===== src/rtl/count_step_sched_pkg.sv =====
// Shared op codes, button FSM state encodings and arbiter grant identifiers
// for the count step scheduler.
package count_step_sched_pkg;

    localparam logic [1:0] OP_LOAD  = 2'b00;
    localparam logic [1:0] OP_CLEAR = 2'b01;
    localparam logic [1:0] OP_INC   = 2'b10;
    localparam logic [1:0] OP_DEC   = 2'b11;

    localparam logic [1:0] ST_IDLE   = 2'd0;
    localparam logic [1:0] ST_DELAY  = 2'd1;
    localparam logic [1:0] ST_REPEAT = 2'd2;

    localparam logic GRANT_BTN  = 1'b0;
    localparam logic GRANT_HOST = 1'b1;

    localparam logic DIR_DN = 1'b0;
    localparam logic DIR_UP = 1'b1;

endpackage


===== src/rtl/count_step_sched_btn_repeat.sv =====
// Press detection plus hold-to-repeat FSM shared by the up and down buttons.
// step is combinational so the top can register it alongside the grant.
module count_step_sched_btn_repeat
    import count_step_sched_pkg::*;
#(
    parameter int REPEAT_DELAY  = 12_500_000,
    parameter int REPEAT_PERIOD = 2_500_000,
    parameter int TIMER_W       = 24
) (
    input  logic clock,
    input  logic rst_n,
    input  logic btn_up_n,
    input  logic btn_dn_n,
    output logic step,
    output logic dir
);

    localparam logic [TIMER_W-1:0] DELAY_LD  = TIMER_W'(REPEAT_DELAY - 1);
    localparam logic [TIMER_W-1:0] PERIOD_LD = TIMER_W'(REPEAT_PERIOD - 1);

    logic               prev_up;
    logic               prev_dn;
    logic [1:0]         state;
    logic [TIMER_W-1:0] timer;
    logic               dir_q;

    logic press_up;
    logic press_dn;
    logic held;
    logic other;
    logic start_up;
    logic start_dn;

    assign press_up = prev_up & ~btn_up_n;
    assign press_dn = prev_dn & ~btn_dn_n;
    // A fresh press only counts when the other button is fully released.
    assign start_up = press_up & btn_dn_n;
    assign start_dn = press_dn & btn_up_n;
    assign held     = (dir_q == DIR_UP) ? ~btn_up_n : ~btn_dn_n;
    assign other    = (dir_q == DIR_UP) ? ~btn_dn_n : ~btn_up_n;

    always_comb begin
        step = 1'b0;
        dir  = dir_q;
        case (state)
            ST_IDLE: begin
                if (start_up) begin
                    step = 1'b1;
                    dir  = DIR_UP;
                end else if (start_dn) begin
                    step = 1'b1;
                    dir  = DIR_DN;
                end
            end
            ST_DELAY, ST_REPEAT: begin
                step = held & ~other & (timer == '0);
            end
            default: step = 1'b0;
        endcase
    end

    always_ff @(posedge clock) begin
        if (!rst_n) begin
            prev_up <= 1'b0;
            prev_dn <= 1'b0;
            state   <= ST_IDLE;
            timer   <= '0;
            dir_q   <= DIR_DN;
        end else begin
            prev_up <= btn_up_n;
            prev_dn <= btn_dn_n;
            case (state)
                ST_IDLE: begin
                    if (start_up) begin
                        state <= ST_DELAY;
                        dir_q <= DIR_UP;
                        timer <= DELAY_LD;
                    end else if (start_dn) begin
                        state <= ST_DELAY;
                        dir_q <= DIR_DN;
                        timer <= DELAY_LD;
                    end
                end
                ST_DELAY, ST_REPEAT: begin
                    if (!held || other) begin
                        state <= ST_IDLE;
                    end else if (timer == '0) begin
                        state <= ST_REPEAT;
                        timer <= PERIOD_LD;
                    end else begin
                        timer <= timer - 1'b1;
                    end
                end
                default: state <= ST_IDLE;
            endcase
        end
    end

endmodule


===== src/rtl/count_step_sched.sv =====
// Display count owner: arbitrates button steps against host commands
// round-robin and applies at most one update per cycle.
module count_step_sched
    import count_step_sched_pkg::*;
#(
    parameter int WIDTH         = 4,
    parameter int REPEAT_DELAY  = 12_500_000,
    parameter int REPEAT_PERIOD = 2_500_000,
    parameter int TIMER_W       = 24
) (
    input  logic             clock,
    input  logic             rst_n,
    input  logic             btn_up_n,
    input  logic             btn_dn_n,
    input  logic             cmd_valid,
    input  logic [1:0]       cmd_op,
    input  logic [WIDTH-1:0] cmd_data,
    output logic             cmd_ready,
    output logic [WIDTH-1:0] count,
    output logic             upd,
    output logic             wrap
);

    logic             step;
    logic             step_dir;
    logic             btn_pend;
    logic             btn_dir;
    logic             last_grant;
    logic             grant_btn;
    logic             grant_host;
    logic [1:0]       op;
    logic [WIDTH-1:0] next_count;
    logic             next_wrap;

    count_step_sched_btn_repeat #(
        .REPEAT_DELAY  (REPEAT_DELAY),
        .REPEAT_PERIOD (REPEAT_PERIOD),
        .TIMER_W       (TIMER_W)
    ) u_btn (
        .clock    (clock),
        .rst_n    (rst_n),
        .btn_up_n (btn_up_n),
        .btn_dn_n (btn_dn_n),
        .step     (step),
        .dir      (step_dir)
    );

    // Under contention the side that did not win last time goes first.
    assign grant_btn  = btn_pend  & (~cmd_valid | (last_grant == GRANT_HOST));
    assign grant_host = cmd_valid & (~btn_pend  | (last_grant == GRANT_BTN));
    assign cmd_ready  = grant_host;

    assign op = grant_btn ? ((btn_dir == DIR_UP) ? OP_INC : OP_DEC) : cmd_op;

    always_comb begin
        next_count = count;
        next_wrap  = 1'b0;
        case (op)
            OP_LOAD:  next_count = cmd_data;
            OP_CLEAR: next_count = '0;
            OP_INC: begin
                next_count = count + 1'b1;
                next_wrap  = (count == '1);
            end
            OP_DEC: begin
                next_count = count - 1'b1;
                next_wrap  = (count == '0);
            end
            default: next_count = count;
        endcase
    end

    always_ff @(posedge clock) begin
        if (!rst_n) begin
            count      <= '0;
            upd        <= 1'b0;
            wrap       <= 1'b0;
            btn_pend   <= 1'b0;
            btn_dir    <= DIR_DN;
            last_grant <= GRANT_HOST;
        end else begin
            upd  <= grant_btn | grant_host;
            wrap <= (grant_btn | grant_host) & next_wrap;
            if (grant_btn || grant_host) begin
                count <= next_count;
            end
            if (grant_btn) begin
                last_grant <= GRANT_BTN;
            end else if (grant_host) begin
                last_grant <= GRANT_HOST;
            end
            // A new step is only accepted when the pending slot is free this cycle.
            if (grant_btn) begin
                btn_pend <= 1'b0;
            end
            if (step && (!btn_pend || grant_btn)) begin
                btn_pend <= 1'b1;
                btn_dir  <= step_dir;
            end
        end
    end

endmodule

===== config.mk =====
export PLATFORM = sky130hd
export DESIGN_NAME = count_step_sched
export DESIGN_NICKNAME = d
export VERILOG_FILES = /design/src/rtl/count_step_sched_pkg.sv /design/src/rtl/count_step_sched_btn_repeat.sv /design/src/rtl/count_step_sched.sv
export SDC_FILE = /design/constraint.sdc
export NUM_CORES = 1
export LEC_CHECK = 0
export CAP_MARGIN = 30
export CORE_ASPECT_RATIO = 1.2
export CORE_UTILIZATION = 50
export DETAILED_ROUTE_END_ITERATION = 8
export PLACE_DENSITY = 0.73
export SETUP_SLACK_MARGIN = 0.02
export SLEW_MARGIN = 30
export SYNTH_ARGS = -nofsm -noshare
export SYNTH_HDL_FRONTEND = slang
export SYNTH_SLANG_ARGS = --single-unit

===== constraint.sdc =====
create_clock -name clock -period 4.8 [get_ports clock]
set_clock_uncertainty 0.05 [all_clocks]
set_input_delay 0.48 -clock clock [delete_from_list [all_inputs] [get_ports clock]]
set_output_delay 0.48 -clock clock [all_outputs]
set_load 0.01 [all_outputs]

# Word level (Yosys, flattened, before mapping)
# Cells that the tools add are included.
# op_classes
n_eq_ne	9
bitwise	18
reduce_logical	16
mux	26
addsub	3
# op_table
op	n
$mux W24	4
$pmux W24 S2	1
$logic_not A24 Y1	1
$sub A24 B1 Y24 const B	1
$pmux W4 S4	1
$mux W1	12
$mux W2	5
$and A1 B1 Y1	9
$eq A2 B2 Y1 const B	3
$ne A3 B1 Y1 const B	2
$not A1 Y1	6
$reduce_bool A2 Y1	3
$add A4 B1 Y4 const B	1
$eq A2 B1 Y1 const B	2
$eq A4 B4 Y1 const B	1
$logic_not A2 Y1	2
$logic_not A4 Y1	1
$pmux W1 S2	2
$pmux W2 S2	1
$sub A4 B1 Y4 const B	1
$logic_or A1 B1 Y1	3
$or A1 B1 Y1	3
$reduce_and A3 Y1	1
$logic_not A1 Y1	2
4 further kinds	4
# word_totals
reg_bits	38
in_bits	11
word_cells	83

# Depth between registers and ports, before layout
# logic_depth
word_depth	8
ltp_mapped	9
depth_no_buf	8

# Cells and area by module
# From an unflattened synthesis, not the netlist that was laid out.
# hier_totals
cells_unflattened	275
hier_area_um2	2312.2
# modules_own_cells
mod	instances	cells_each	area_each_um2
count_step_sched_btn_repeat	1	205	1735.4
count_step_sched	1	70	576.8

# Least setup slack after synthesis
# No wires, ideal clock.
# synth_timing
path_kind	input to register
start	input port cmd_valid
end	register count[3]
slack_ns	2.547
n_path_buf	0
stages	7
arrival_time_ns	2.083
path_cell_list	nor2b_1 > nor3_1 > or2_2 > ha_1 > a2111oi_0 > nor4_1 > a211o_1
# synth_via
elab_chain_len	6
word_cells_on_any_way	11
# synth_rtl
item	line_no	rtl
start, declared	count_step_sched.sv:15	input logic cmd_valid,
$not A1 Y1	count_step_sched.sv:49	assign grant_btn = btn_pend & (~cmd_valid | (last_grant == GRANT_HOST));
$or A1 B1 Y1	count_step_sched.sv:49	
$and A1 B1 Y1	count_step_sched.sv:49	
$mux W2	count_step_sched.sv:53	assign op = grant_btn ? ((btn_dir == DIR_UP) ? OP_INC : OP_DEC) : cmd_op;
$eq A2 B2 Y1 (tied with other cells)	count_step_sched.sv:58	case (op)
$pmux W4 S4	count_step_sched.sv:58	
end signal, assigned	count_step_sched.sv:85	count <= next_count;
end, declared	count_step_sched.sv:19	output logic [WIDTH-1:0] count,
# Several ways; a longest one is shown, not always the timed one.
# A chain may end at the register's enable or synchronous reset.

# Final worst setup path
# layout_timing
start	register u_btn.state[1]
end	register u_btn.timer[13]
# layout_via
elab_chain_len	4
word_cells_on_any_way	9
# layout_rtl
item	line_no	rtl
start, declared	count_step_sched_btn_repeat.sv:23	logic [1:0] state;
start signal, assigned	count_step_sched_btn_repeat.sv:66	state <= ST_IDLE;
start signal, assigned	count_step_sched_btn_repeat.sv:75	state <= ST_DELAY;
start signal, assigned	count_step_sched_btn_repeat.sv:79	state <= ST_DELAY;
$eq A2 B1 Y1 or $eq A2 B2 Y1 (tied branches)	count_step_sched_btn_repeat.sv:72	case (state)
$reduce_or A2 Y1	count_step_sched_btn_repeat.sv:72	
$ne A2 B2 Y1 (no line) or $reduce_bool A2 Y1 (tied branches)	--	
$reduce_and A3 Y1 (no line)	--	
end signal, assigned	count_step_sched_btn_repeat.sv:91	timer <= timer - 1'b1;
end, declared	count_step_sched_btn_repeat.sv:24	logic [TIMER_W-1:0] timer;
# Several ways; a longest one is shown, not always the timed one.

==> key figures <==
STA
  – Final Hold Violating Endpoints: 0
  – Final Cycle Share: 58.1%
  – RSZ-0062 raised after global routing: false
  – Tmin final: 2.79 ns
  – Final setup fails: 0
  – Fmax: 359 MHz
  – Sum of negative setup slack: 0 ns
  – Count of pins over their slew limit: 0
  – Slew headroom: 49.7%
  – Worst slew pin tran: 0.752 ns

Drt
  – Final routed DRC violation total: 0
  – Vias per cell: 6.14
  – Drt pass-1 iters: 4
  – WL final: 5.41 mm
  – DR iter-0 viols: 150
  – Post-DRT Antenna Nets: 0
  – Via count: 2161
  – WL/cell: 15.4 um

Cells and area
  – Antenna diode count: 0
  – Finished Cell Area: 0.00260 mm^2
  – Flip-flop and latch area: 761 um^2
  – Nets: 313
  – Layout cells sized above 1: 8.45%
  – Area grow syn2layout: 11.6%
  – Fillcell total: 423
  – Area of the multi-input gates: 0.00146 mm^2

Synthesis
  – Synth cell types: 55
  – Syn_area_per_cell: 8.22 um^2
  – Ys async rst share: 0%
  – Synth warnings: 0
  – Synthesized area: 0.00233 mm^2
  – Syn nets: 301
  – Most common flop cell mapped by yosys: dfxtp_1
  – Post-synth EDFFs: 0
  – Sequential element share of the synthesized area: 32.7%
  – Synthesized flop and latch total: 38
  – Post-Syn Instances: 283

Global route
  – Pin count of the biggest net entering global routing: 21
  – Grt ovf: 0
  – Gr usage total: 24.1%
  – First-pass GRT wire length: 9.43 mm
  – Initial antenna violation count: 0
  – Vias in the first global route: 2071

Clock network
  – Post_cts resized: 0
  – CTS Hold Bufs: 0
  – Total CTS buffers: 5
  – Worst skew pair latency: 0.29 ns
  – CTS tree: done
  – Reg clk slew, reported paths: 0.07 ns
  – Post-CTS Repair Setup Buffers: 0
  – Max H-tree Level: 2
  – Total clock sinks: 38
  – CTS Buffer Depth: 2
  – Root Driver: clkbuf_8

Setup path
  – Crit path max-delay cell type: and2_1
  – Critical path type: reg -> reg
  – Startpoint types: flop
  – Cell chain of the critical path: inv_1, ha_1, inv_1, a21oi_2, and2_1, nand2_1, o221a_1
  – Crit-path most repeated cell: inv_1
  – CP Data Required Time: 4.92 ns
  – Crit. End Element: flop
  – Worst path max stage delay: 0.55 ns
  – Worst-path fanout max: 15
  – Crit path DAT: 2.91 ns

Power and ir drop
  – Reg power frac: 36.8%
  – Pwr/cell area: 447 mW/mm^2
  – Worst VDD drop: 0.247 mV
  – Combinational power share: 43.4%
  – Switching part of the total power: 41.6%
  – Net switching power of the design: 482 uW
  – Clock network fraction of total power: 19.8%
  – P_leak: 0.997 nW
  – Pint: 678 uW
  – Tot Pwr: 1.16 mW

Place
  – Hpwl dp: 3.88 mm
  – RD Place Congestion: 0.882
  – Post-DP Area: 0.00251 mm^2
  – IO Port Bufs: 17

Floorplan
  – Die width: 64.3 um
  – I/O pins: 18
  – Die area: 0.00493 mm^2
  – Std-Cell Rows: 26
  – Die H: 76.7 um
  – Initial Util: 53.4%
  – Placeable Area: 0.00436 mm^2

Job
  – Max-cap violations: 0

Worst hold path
  – Hold Path Class: reg -> reg

Outcome
  – Status: finished, final reports clean
[synthesized netlist by cell type, types with 2 or more instances]
master	count	area share, %
o21ai_0	7	1.5
ha_1	7	3.8
nor4_4	2	1.8
a21oi_1	21	4.5
or3_1	2	0.54
or4_1	5	1.6
o31a_1	2	0.75
o21a_1	5	1.6
o221a_2	4	1.9
mux2i_1	3	1.3
nor2b_1	2	0.54
a31oi_1	11	3.0
and4_1	3	1.1
or2_2	4	1.1
o211a_1	6	2.6
buf_1	2	0.32
nor2_1	18	2.9
buf_6	2	0.97
o211ai_1	3	0.97
nand4_1	6	1.6
inv_1	12	1.9
dfxtp_1	38	33
a21o_1	4	1.3
o221a_1	3	1.5
nand3b_1	4	1.3
nand3_1	21	4.5
a311oi_1	3	1.1
nor4_1	6	1.6
a21boi_0	2	0.64
and3_1	3	0.81
nor3_1	14	3.0
and2_1	4	1.1
a221oi_1	2	0.75
nand2_1	23	3.7
clkbuf_1	7	1.1
o21ai_1	2	0.43
a211oi_2	2	1.1
[cell families (layout without fill, tap and decap cells)]
group | Yosys count | count (layout) | synth area share, %
xor+xnor | 1 | 1 | 0.376
fa+ha+maj | 7 | 7 | 3.76
simple gates | 122 | 122 | 29.2
mux | 4 | 4 | 1.77
buf+inv | 25 | 38 | 4.73
flops | 38 | 38 | 32.7
compound gates | 86 | 86 | 27.4
[state kept, by name, indices dropped and copies added (netlist names)]
name / flops
wrap: 1
u_btn.prev_dn: 1
last_grant: 1
u_btn.timer: 24
btn_dir: 1
u_btn.dir_q: 1
btn_pend: 1
upd: 1
u_btn.prev_up: 1
count: 4
u_btn.state: 2
[power by group through the flow]
stage | registers, mW | logic (mW) | clock network [mW]
floorplan | 0.419 | 0.404 | 0
detailed placement | 0.432 | 0.497 | 0
CTS | 0.425 | 0.500 | 0.236
global placement | 0.432 | 0.492 | 0
finish | 0.427 | 0.503 | 0.230
global route | 0.436 | 0.561 | 0.252
[cells in the final DEF, fill, tap and decap left out, types with 6 or more instances in the layout]
cell	instances
nor3_1	14
o211a_1	6
nand2_1	23
inv_1	12
clkdlybuf4s50_1	17
a31oi_1	11
nor4_1	6
nand4_1	6
o21ai_0	7
a21oi_1	21
ha_1	7
clkbuf_8	6
nor2_1	18
dfxtp_1	38
nand3_1	21
[critical path, delay by kind of cell (launching register included)]
family	cells	cell delay [ns]
AND/OR/NAND/NOR	2	0.79
buffers and inverters	2	0.34
flip-flops	1	0.39
adder cells (fa/ha/maj)	1	0.48
AO/OA/AOI/OAI	2	0.62
[stage by stage]
| stage | hold WS [ns] | std cells | setup WS, ns | utilization (%) |
|---|---|---|---|---|
| final | 0.435 | 352 | 2.01 | 59.6 |
| after detailed placement | 0.425 | 344 | 1.81 | 57.5 |
| after CTS | 0.436 | 352 | 2.02 | 59.6 |
| after global routing | 0.454 | 352 | 1.82 | 59.6 |
| after floorplan | 0.399 | 283 | 2.55 | - |
| after global placement | 0.418 | 344 | 1.82 | 57.5 |
[per-layer routing]
layer	GRT usage (%)	vias to the layer above	wire (um)
met3	5.36	10	144
met2	40.1	38	2580
met5	0	-	0
met1	30.1	1000	2580
li1	-	1113	-
met4	8.89	0	101
[worst paths after layout]
kind                   from              end  slack, ns  cells after the start
max          u_btn.state[1]  u_btn.timer[13]       2.01                      7
min          u_btn.state[0]   u_btn.state[0]       0.44                      2
max reg2reg  u_btn.state[1]  u_btn.timer[13]       2.01                      7
min reg2reg  u_btn.state[0]   u_btn.state[0]       0.44                      2
[final cells by class]
class	instances	area share, %
Multi-Input combinational cell	220	56.1
Sequential cell	38	29.3
Timing Repair Buffer	17	6.55
Clock buffer	7	3.32
Tap cell	56	2.70
Inverter	13	1.88
Clock inverter	1	0.193
(Power assumes the default switching activity.)
